==> src/rtl/mips_16_hazard_scoreboard_if.sv <==
// Decode-stage hazard bus between the mips_16 ID stage and the hazard scoreboard.
//   master : ID stage, drives the decoded instruction fields, receives the
//            issue enable and the EX-stage operand forwarding selects.
//   slave  : hazard scoreboard.
// Signals:
//   id_valid                    decode holds a valid instruction
//   id_src1/2, id_src1/2_used   source register numbers and read flags
//   id_dest, id_dest_wr         destination register and write flag
//   id_is_load                  instruction is a load (result ready from stage 2)
//   stall_n                     1 = issue, 0 = hold IF/ID and insert a bubble
//   fwd_sel1/2                  0 = register file, k = result of stage k
interface mips_16_hazard_scoreboard_if #(
    parameter int unsigned REG_ADDR_WIDTH = 3,
    parameter int unsigned PIPE_DEPTH     = 3
);
    localparam int unsigned SEL_WIDTH = $clog2(PIPE_DEPTH + 1);

    logic                      id_valid;
    logic [REG_ADDR_WIDTH-1:0] id_src1;
    logic [REG_ADDR_WIDTH-1:0] id_src2;
    logic                      id_src1_used;
    logic                      id_src2_used;
    logic [REG_ADDR_WIDTH-1:0] id_dest;
    logic                      id_dest_wr;
    logic                      id_is_load;
    logic                      stall_n;
    logic [SEL_WIDTH-1:0]      fwd_sel1;
    logic [SEL_WIDTH-1:0]      fwd_sel2;

    modport master (
        output id_valid, id_src1, id_src2, id_src1_used, id_src2_used,
               id_dest, id_dest_wr, id_is_load,
        input  stall_n, fwd_sel1, fwd_sel2
    );

    modport slave (
        input  id_valid, id_src1, id_src2, id_src1_used, id_src2_used,
               id_dest, id_dest_wr, id_is_load,
        output stall_n, fwd_sel1, fwd_sel2
    );
endinterface

==> src/rtl/mips_16_hazard_scoreboard.sv <==
// Hazard scoreboard and operand-forwarding controller for the mips_16 pipeline.
// Tracks {wr, dest, is_load} of every instruction in the PIPE_DEPTH stages
// after decode and derives the decode issue enable, the EX operand forwarding
// selects and a saturating stalled-cycle counter.
// Build option: define HAZARD_FORWARDING_EN to enable forwarding (only a
// load-use at stage 1 stalls); undefined gives the legacy behaviour where any
// in-flight writer of a used source stalls and the forwarding selects are 0.
// Ports:
//   clk          rising-edge clock
//   rst          asynchronous active-low reset
//   bus          decode hazard bus (slave side)
//   perf_clr     synchronous clear of stall_cycles (wins over increment)
//   stage_valid  bit k-1 = stage k holds a register-writing instruction
//   stage_dest   destination of stage k at slice k-1
//   stall_cycles saturating count of stalled decode cycles
module mips_16_hazard_scoreboard #(
    parameter int unsigned REG_ADDR_WIDTH = 3,
    parameter int unsigned PIPE_DEPTH     = 3,
    parameter int unsigned CNT_WIDTH      = 16
) (
    input  logic                                 clk,
    input  logic                                 rst,
    mips_16_hazard_scoreboard_if.slave           bus,
    input  logic                                 perf_clr,
    output logic [PIPE_DEPTH-1:0]                stage_valid,
    output logic [PIPE_DEPTH*REG_ADDR_WIDTH-1:0] stage_dest,
    output logic [CNT_WIDTH-1:0]                 stall_cycles
);
    localparam int unsigned SEL_WIDTH = $clog2(PIPE_DEPTH + 1);

    // Entry k-1 of each array describes pipeline stage k.
    logic [PIPE_DEPTH-1:0]                     wr_q;
    logic [PIPE_DEPTH-1:0][REG_ADDR_WIDTH-1:0] dest_q;
    logic [PIPE_DEPTH-1:0]                     load_q;

    logic [1:0][REG_ADDR_WIDTH-1:0] src;
    logic [1:0]                     used;
    logic [1:0]                     hit;
    logic [1:0]                     hit_load;
    logic [1:0][SEL_WIDTH-1:0]      hit_stage;
    logic [1:0]                     hazard;
    logic [1:0][SEL_WIDTH-1:0]      sel;
    logic                           issue;
    logic                           wr_in;
    logic [REG_ADDR_WIDTH-1:0]      dest_in;
    logic                           load_in;

    assign src[0]  = bus.id_src1;
    assign src[1]  = bus.id_src2;
    assign used[0] = bus.id_src1_used;
    assign used[1] = bus.id_src2_used;

    // Youngest matching in-flight writer per operand; register 0 never matches.
    always_comb begin
        hit       = '0;
        hit_load  = '0;
        hit_stage = '0;
        for (int unsigned o = 0; o < 2; o++) begin
            for (int unsigned k = 0; k < PIPE_DEPTH; k++) begin
                if (!hit[o] && used[o] && (src[o] != '0) && wr_q[k] &&
                    (dest_q[k] == src[o])) begin
                    hit[o]       = 1'b1;
                    hit_load[o]  = load_q[k];
                    hit_stage[o] = SEL_WIDTH'(k + 1);
                end
            end
        end
    end

`ifdef HAZARD_FORWARDING_EN
    // Only a load still in stage 1 cannot be forwarded; everything else bypasses.
    always_comb begin
        hazard = '0;
        sel    = '0;
        for (int unsigned o = 0; o < 2; o++) begin
            hazard[o] = hit[o] && hit_load[o] && (hit_stage[o] == SEL_WIDTH'(1));
        end
        for (int unsigned o = 0; o < 2; o++) begin
            if (issue && hit[o] && !hazard[o]) begin
                sel[o] = hit_stage[o];
            end
        end
    end
`else
    // Legacy core: any in-flight writer of a used source holds decode.
    always_comb begin
        hazard = hit;
        sel    = '0;
    end

    logic unused_fwd_info;
    assign unused_fwd_info = ^{hit_load, hit_stage, load_q};
`endif

    assign issue        = !(bus.id_valid && (|hazard));
    assign bus.stall_n  = issue;
    assign bus.fwd_sel1 = sel[0];
    assign bus.fwd_sel2 = sel[1];

    // New stage-1 entry: the issuing instruction, or a bubble when stalled/idle.
    always_comb begin
        wr_in   = 1'b0;
        dest_in = '0;
        load_in = 1'b0;
        if (bus.id_valid && issue) begin
            wr_in   = bus.id_dest_wr && (bus.id_dest != '0);
            dest_in = bus.id_dest;
            load_in = bus.id_is_load;
        end
    end

    // Shift register of in-flight destinations; oldest entry falls off.
    always_ff @(posedge clk or negedge rst) begin
        if (!rst) begin
            wr_q   <= '0;
            dest_q <= '0;
            load_q <= '0;
        end else begin
            wr_q   <= {wr_q[PIPE_DEPTH-2:0], wr_in};
            dest_q <= {dest_q[PIPE_DEPTH-2:0], dest_in};
            load_q <= {load_q[PIPE_DEPTH-2:0], load_in};
        end
    end

    // Saturating stalled-cycle counter.
    always_ff @(posedge clk or negedge rst) begin
        if (!rst) begin
            stall_cycles <= '0;
        end else if (perf_clr) begin
            stall_cycles <= '0;
        end else if (!issue && (stall_cycles != {CNT_WIDTH{1'b1}})) begin
            stall_cycles <= stall_cycles + CNT_WIDTH'(1);
        end
    end

    assign stage_valid = wr_q;
    assign stage_dest  = dest_q;

endmodule

==> src/flat_wrapper.sv <==
// flat-port wrapper written by rule: the top's interface ports become plain ports
module mips_16_hazard_scoreboard_flat 
#(
    parameter int unsigned REG_ADDR_WIDTH = 3,
    parameter int unsigned PIPE_DEPTH     = 3,
    parameter int unsigned CNT_WIDTH      = 16
)
  (clk, rst, perf_clr, stage_valid, stage_dest, stall_cycles, bus_id_valid, bus_id_src1, bus_id_src2, bus_id_src1_used, bus_id_src2_used, bus_id_dest, bus_id_dest_wr, bus_id_is_load, bus_stall_n, bus_fwd_sel1, bus_fwd_sel2);
  mips_16_hazard_scoreboard_if #(.REG_ADDR_WIDTH(REG_ADDR_WIDTH), .PIPE_DEPTH(PIPE_DEPTH)) bus_i ();
  input  logic clk;
  input  logic rst;
  input  logic perf_clr;
  output logic [PIPE_DEPTH-1:0] stage_valid;
  output logic [PIPE_DEPTH*REG_ADDR_WIDTH-1:0] stage_dest;
  output logic [CNT_WIDTH-1:0] stall_cycles;
  input wire logic [$bits(bus_i.id_valid)-1:0] bus_id_valid;
  input wire logic [$bits(bus_i.id_src1)-1:0] bus_id_src1;
  input wire logic [$bits(bus_i.id_src2)-1:0] bus_id_src2;
  input wire logic [$bits(bus_i.id_src1_used)-1:0] bus_id_src1_used;
  input wire logic [$bits(bus_i.id_src2_used)-1:0] bus_id_src2_used;
  input wire logic [$bits(bus_i.id_dest)-1:0] bus_id_dest;
  input wire logic [$bits(bus_i.id_dest_wr)-1:0] bus_id_dest_wr;
  input wire logic [$bits(bus_i.id_is_load)-1:0] bus_id_is_load;
  output wire logic [$bits(bus_i.stall_n)-1:0] bus_stall_n;
  output wire logic [$bits(bus_i.fwd_sel1)-1:0] bus_fwd_sel1;
  output wire logic [$bits(bus_i.fwd_sel2)-1:0] bus_fwd_sel2;
  assign bus_i.id_valid = bus_id_valid;
  assign bus_i.id_src1 = bus_id_src1;
  assign bus_i.id_src2 = bus_id_src2;
  assign bus_i.id_src1_used = bus_id_src1_used;
  assign bus_i.id_src2_used = bus_id_src2_used;
  assign bus_i.id_dest = bus_id_dest;
  assign bus_i.id_dest_wr = bus_id_dest_wr;
  assign bus_i.id_is_load = bus_id_is_load;
  assign bus_stall_n = bus_i.stall_n;
  assign bus_fwd_sel1 = bus_i.fwd_sel1;
  assign bus_fwd_sel2 = bus_i.fwd_sel2;
  mips_16_hazard_scoreboard #(.REG_ADDR_WIDTH(REG_ADDR_WIDTH), .PIPE_DEPTH(PIPE_DEPTH), .CNT_WIDTH(CNT_WIDTH)) u_core (.clk(clk), .rst(rst), .bus(bus_i), .perf_clr(perf_clr), .stage_valid(stage_valid), .stage_dest(stage_dest), .stall_cycles(stall_cycles));
endmodule
==> config.mk <==
export PLATFORM = sky130hd
export DESIGN_NAME = mips_16_hazard_scoreboard_flat
export DESIGN_NICKNAME = d
export VERILOG_FILES = /design/src/rtl/mips_16_hazard_scoreboard_if.sv /design/src/rtl/mips_16_hazard_scoreboard.sv /design/src/flat_wrapper.sv
export SDC_FILE = /design/constraint.sdc
export NUM_CORES = 1
export LEC_CHECK = 0
export ABC_AREA = 1
export CAP_MARGIN = 20
export CORE_UTILIZATION = 52
export DETAILED_ROUTE_END_ITERATION = 8
export GPL_ROUTABILITY_DRIVEN = 0
export HOLD_SLACK_MARGIN = 0.03
export PLACE_DENSITY = 0.86
export SYNTH_ARGS = -nofsm -noshare
export SYNTH_HDL_FRONTEND = slang
export SYNTH_SLANG_ARGS = --single-unit
==> constraint.sdc <==
create_clock -name clk -period 5.4 [get_ports clk]
set_clock_uncertainty 0.15 [all_clocks]
set_input_delay 0.54 -clock clk [delete_from_list [all_inputs] [get_ports clk]]
set_output_delay 0.54 -clock clk [all_outputs]
set_load 0.02 [all_outputs]
==> impl.org <==
** STA
- After routing, the total negative slack on setup checks comes to 0 ns.
- Slack of the critical path :: 2.31 ns
- Of the available clock period, the critical path in the final layout requires 0.571.
- For the finished layout, the period the worst path requires is 3.09 ns.
- Hold slack :: 0.316 ns
- The worst pin sits at a relative slew slack of 0.584.
- RSZ-0062 raised after global routing :: false
- Setup violations remaining at the end of the flow were counted as 0.
- The number of pins exceeding their max-slew limit in the final report is 0.
- Timing would allow up to 324 MHz.
- The number of endpoints with negative hold slack in the final report came to 0.
- Transition time at the pin with the least slew margin :: 0.623 ns

** CTS
- Clk buf depth :: 2
- Clock-pin slew was measured on the worst setup and hold paths at 0.14 ns.
- The clock net in this run drives a total of 28 sinks.
- Latest clock arrival within the worst-skew pair :: 0.33 ns
- After clock tree synthesis, the flow added hold-fix buffers numbering 0.
- Post_cts resized :: 0
- CTS built an H-tree with a depth of 1.
- The number of setup buffers added after CTS is 0.
- TritonCTS built the clock tree.
- Clock tree synthesis selected as its root buffer the cell clkbuf_4.
- CTS Buf Count :: 3

** Worst setup path
- Together, buffers and inverters on the worst path number 3.
- Counting stages on the worst path, the most repeated cell is nand2_1.
- In this design, the stage delay of the slowest critical-path cell is 0.56 ns.
- Counting buffers and inverters, the worst setup path is 11 cells deep.
- The critical path ends at bus_stall_n.
- Among cell families on the critical path, the largest total delay comes from buffers and inverters.
- Of all nets on the critical path, the largest fanout is 5.
- By startpoint and endpoint, the worst setup path is classified as input pin to output port.
- Reg-to-reg critical path startpoint :: u_core.stall_cycles[0]
- Data on the critical path arrives at its endpoint at 2.40 ns.
- R2R setup slack :: 3.21 ns
- Worst Reg-to-Reg Cells :: 10
- Crit path launch type :: input pin
- CP startpoint :: bus_id_src1[1]
- Cell-by-cell trace of the critical path :: clkdlybuf4s50_1 -> inv_1 -> nand2_1 -> nand2_1 -> nor2_1 -> nand2_1 -> nand3_1 -> nand2_1 -> nand2_1 -> nand2_1 -> clkdlybuf4s50_1
- The worst register-to-register path ends at u_core.stall_cycles[12].
- The worst setup path is captured at an output port.
- Slowest cell on crit path :: clkdlybuf4s50_1
- Worst endpoint required time :: 4.71 ns

** Layout
- Top library cells by usage in the layout, fill and taps aside :: nand2_1 (102), nor2_1 (45), clkdlybuf4s50_1 (44)
- Relative to the synthesized area, the layout overhead comes to 27.3%.
- ANT cells :: 0
- Most common library cell in the layout ignoring fill and taps :: nand2_1
- Once layout is complete, the cells apart from fillers number 358.
- Final-stage net count :: 331
- Of the cells placed in the final design, the portion with a size suffix greater than 1 is 0.0417.

** Yosys
- Ranked by total cell area, the synthesized netlist is headed by dfrtp_1 (39%), nand2_1 (21%), nor2_1 (9.4%).
- The share of synthesized area in the top cell type comes to 0.389.
- Share of the yosys chip area belonging to registers :: 0.389
- Number of distinct library cells after synthesis :: 24
- The Yosys step of the flow raised 0 warnings.
- Register bit count reported by yosys :: 28
- Mapped Cells :: 269
- Dividing the synthesized area by the synthesized cell count gives 6.70 µm².
- Summing every instance area after synthesis gives 1800 µm².
- Cell type contributing the most total cell area after synthesis :: dfrtp_1

** Outcome
- Status :: finished clean

** Flow run
- Max-Cap Viols :: 0

** Die
- Starting Density :: 0.540
- The die is 60.9 µm tall.
- The floorplan step defined a die boundary enclosing 3710 µm².
- Row cnt :: 21
- The core region is 3340 µm².
- Die width :: 60.9 µm
- 50 I/O pins were placed.

** Detailed routing
- In this run, the number of DRC markers left after iteration 0 of detailed routing was 54.
- Dividing the detail-routed wire length by the instance count gives 11.8 µm.
- Wirelength, routed :: 4.22 mm
- Residual DRC count :: 0
- Vias post-DR :: 1740
- Detailed-route vias per instance :: 4.86
- Length of the first detailed-routing pass in iterations :: 4
- Once detail routing completed, the nets flagged for antenna violations numbered 0.

** Power
- Leakage power of the design :: 1.16 nW
- In this run the power density over the cells is 187 nW/µm².
- Worst ir drop on vdd :: 114 µV

** Global routing
- Tot GR Track Use :: 0.242
- The via count of the first global-routing pass was 1555.
- Global-route wire length before repair :: 6.66 mm
- The total overflow left after global routing is 0.
- Entering global routing, the biggest net connects 29 pins.
- The number of antenna violations at the first check in global routing is 0.

** Place
- Port buffering added 44 buffers.
- DP HPWL :: 3.05 mm
- After detailed placement, the design holds a cell count of 354.
- Before CTS, the worst setup slack after placement is 2.32 ns.

** Hold path
- The worst hold path belongs to the class register to register.
-- worst min-delay path by stage --
stage                          startpoint                    end  slack [ns]  depth (start not counted)
floorplan                             rst   u_core.stage_dest[0]        0.09                          0
global placement    u_core.stage_valid[1]  u_core.stage_valid[2]        0.28                          0
detailed placement  u_core.stage_valid[1]  u_core.stage_valid[2]        0.29                          0
CTS                 u_core.stage_valid[1]  u_core.stage_valid[2]        0.32                          0
global route         u_core.stage_dest[1]   u_core.stage_dest[4]        0.34                          0
finish              u_core.stage_valid[1]  u_core.stage_valid[2]        0.32                          0
-- layout make-up --
cell class	instances	area (µm²)
Clock buffer	4	36.3
Sequential cell	28	701
Timing Repair Buffer	45	448
Tap cell	46	57.6
Fill cell	306	1040
Multi-Input combinational cell	205	941
Inverter	30	113
-- cells in the mapped netlist --
cell,number
nand2_1,102
nor2_1,45
inv_1,29
dfrtp_1,28
nand3_1,23
xor2_1,10
buf_4,5
nor3_1,4
clkbuf_1,3
a31oi_1,2
nand2_2,2
nand3_2,2
nand4_1,2
xnor2_1,2
buf_6,1
clkinv_1,1
conb_1,1
ha_1,1
nand2_4,1
nand3_4,1
nor2_2,1
nor3_4,1
o21ai_0,1
o31ai_1,1
-- kinds of logic after synthesis --
kind of cell,count (synthesis),share of synthesized area
compound gates,4,0.0139
xor+xnor,12,0.0583
fa+ha+maj,1,0.00694
buf+inv,39,0.0958
flops,28,0.389
other cells,1,0.00208
simple gates,184,0.434
-- sequential cells by signal, indices dropped and copies added, names as in the netlist --
register             flops
u_core.stall_cycles     16
u_core.stage_dest        9
u_core.stage_valid       3
-- power breakdown --
group / internal (mW) / switching, mW / leakage (nW)
clock network: 0.0413 / 0.0612 / 0.0210
logic: 0.0399 / 0.0547 / 0.757
registers: 0.219 / 0.0128 / 0.378
total: 0.300 / 0.129 / 1.16
-- per-layer routing --
metal | share of wire | global-route usage
met4 | 0.011 | 0.0747
met5 | 0 | 0
met1 | 0.47 | 0.326
met3 | 0.031 | 0.0192
met2 | 0.49 | 0.419
-- stage by stage --
| step | utilization | power, mW | cell area, µm² |
|---|---|---|---|
| 2_1_floorplan | - | 0.287 | 1810 |
| 3_3_place_gp | 0.677 | 0.328 | 2260 |
| 3_5_place_dp | 0.677 | 0.331 | 2260 |
| 4_1_cts | 0.688 | 0.434 | 2300 |
| 5_1_grt | 0.688 | 0.450 | 2300 |
| 6_report | 0.688 | 0.429 | 2300 |
Power figures use the tool's default switching activity.
==> variant, RTL diff (config.mk and constraints unchanged) <==
Build with the macro `HAZARD_FORWARDING_EN` defined.
--- a/src/rtl/mips_16_hazard_scoreboard.sv
+++ b/src/rtl/mips_16_hazard_scoreboard.sv
@@ -13,6 +13,8 @@
 //   stage_valid  bit k-1 = stage k holds a register-writing instruction
 //   stage_dest   destination of stage k at slice k-1
 //   stall_cycles saturating count of stalled decode cycles
+`define HAZARD_FORWARDING_EN
+
 module mips_16_hazard_scoreboard #(
     parameter int unsigned REG_ADDR_WIDTH = 3,
     parameter int unsigned PIPE_DEPTH     = 3,
Formal check against the unedited RTL: not equivalent (a bounded check fails within 4 cycles, from zero or initial values and one cycle with rst low).
==> variant against the original RTL <==
  * Wire length rose by 8.6%
  * First-iteration DRC count rose to 2.8 times the old value
  * Sequential cell count rose by 1
  * Total power rose by 4.8%
  * Critical path depth rose by 1
  * Count of clock-buffer cells in the layout rose by 1
  * Cell area rose by 5.7%
  * Global-route usage rose by 3.1 points
  * Synthesized area rose by 2.4%
  * Setup slack got worse by 210 ps
  * Largest cell class unchanged
==> variant: results <==
export IMPL_htree_levels=2
export IMPL_ir_worst_vdd_v=0.000131
export IMPL_crit_arrival_ps=2600
export IMPL_p_comb_w=0.0000854
export IMPL_ff2ff_setup_slack_ps=3290
export IMPL_whs_ps=270
export IMPL_place_hpwl_mm=3.40
export IMPL_grt_pass1_wl_mm=7.44
export IMPL_grt_pass1_vias=1683
export IMPL_clkTransAtPathRegs_ps=100
export IMPL_ys_types=29
export IMPL_min_from="u_core.stage_valid[0]"
export IMPL_p_clk_w=0.000128
export IMPL_run_status="complete, no violations"
export IMPL_ys_top_cells_by_area="dfrtp_1 (39%), nand2_1 (17%), nor2_1 (8.7%), nand3_1 (7.9%), xor2_1 (6.6%)"
export IMPL_viasPerCell=5.06
export IMPL_worst_pin_slew_ps=622
export IMPL_grt_max_degree=30
export IMPL_pre_cts_ws_ps=2130
export IMPL_routed_wl_mm=4.58
export IMPL_drive_above_1_share_pct=6.88
export IMPL_p_leak_nw=1.13
export IMPL_cts_inserted_buffers=5
export IMPL_grtUsageTotal_pct=27.3
export IMPL_r2r_end="u_core.stall_cycles[1]"
export IMPL_dp_cells=358
export IMPL_port_buffers=49
export IMPL_yosys_top_cells_count="nand2_1 (83), nor2_1 (43), dfrtp_1 (29), nand3_1 (29), inv_1 (25)"
export IMPL_drt_iter0_markers=153
export IMPL_r2r_cells=8
export IMPL_critPathMaxStageDelay_ps=630
export IMPL_synthArstFlopShare_pct=100
==> variant: layout make-up <==
| type | count | area [um2] | area share, % |
|---|---|---|---|
| Tap cell | 46 | 57.6 | 2.37 |
| Timing Repair Buffer | 50 | 498 | 20.5 |
| Sequential cell | 29 | 726 | 29.9 |
| Inverter | 31 | 116 | 4.80 |
| Clock buffer | 5 | 37.5 | 1.55 |
| Multi-Input combinational cell | 202 | 973 | 40.1 |
| Clock inverter | 3 | 17.5 | 0.722 |
==> variant: kinds of logic (layout without fill, tap and decap cells) <==
group,Yosys count,count (layout),synth area share (%)
simple gates,176,176,41.6
fa+ha+maj,1,1,0.678
xor+xnor,15,15,7.12
buf+inv,36,89,7.93
compound gates,10,10,3.32
flops,29,29,39.3
==> variant: worst max-delay path by stage <==
| stage | start | to | slack [ps] |
|---|---|---|---|
| 2_1_floorplan | bus_id_src2[0] | bus_fwd_sel2[0] | 3080 |
| 4_1_cts | bus_id_src2[2] | bus_fwd_sel2[0] | 2120 |
| 5_1_grt | bus_id_src2[2] | bus_fwd_sel2[0] | 1930 |
| 6_report | bus_id_src2[2] | bus_fwd_sel2[0] | 2110 |
| 3_3_place_gp | bus_id_src2[2] | bus_fwd_sel1[1] | 2180 |
| 3_5_place_dp | bus_id_src2[2] | bus_fwd_sel2[0] | 2130 |
==> variant: per-stage QoR <==
stage | util [%] | cell area, um2
6_report | 72.1 | 2430
5_1_grt | 72.1 | 2430
4_1_cts | 72.1 | 2430
3_5_place_dp | 70.5 | 2370
3_3_place_gp | 70.5 | 2370
2_1_floorplan | - | 1850
==> variant: routing by layer <==
metal | track usage, % | part of all wire, % | routed length, um
met1 | 37.0 | 47 | 2130
met4 | 11.1 | 1.1 | 51
met5 | 0 | 0 | 0
met3 | 6.72 | 5.4 | 245
met2 | 41.9 | 47 | 2150
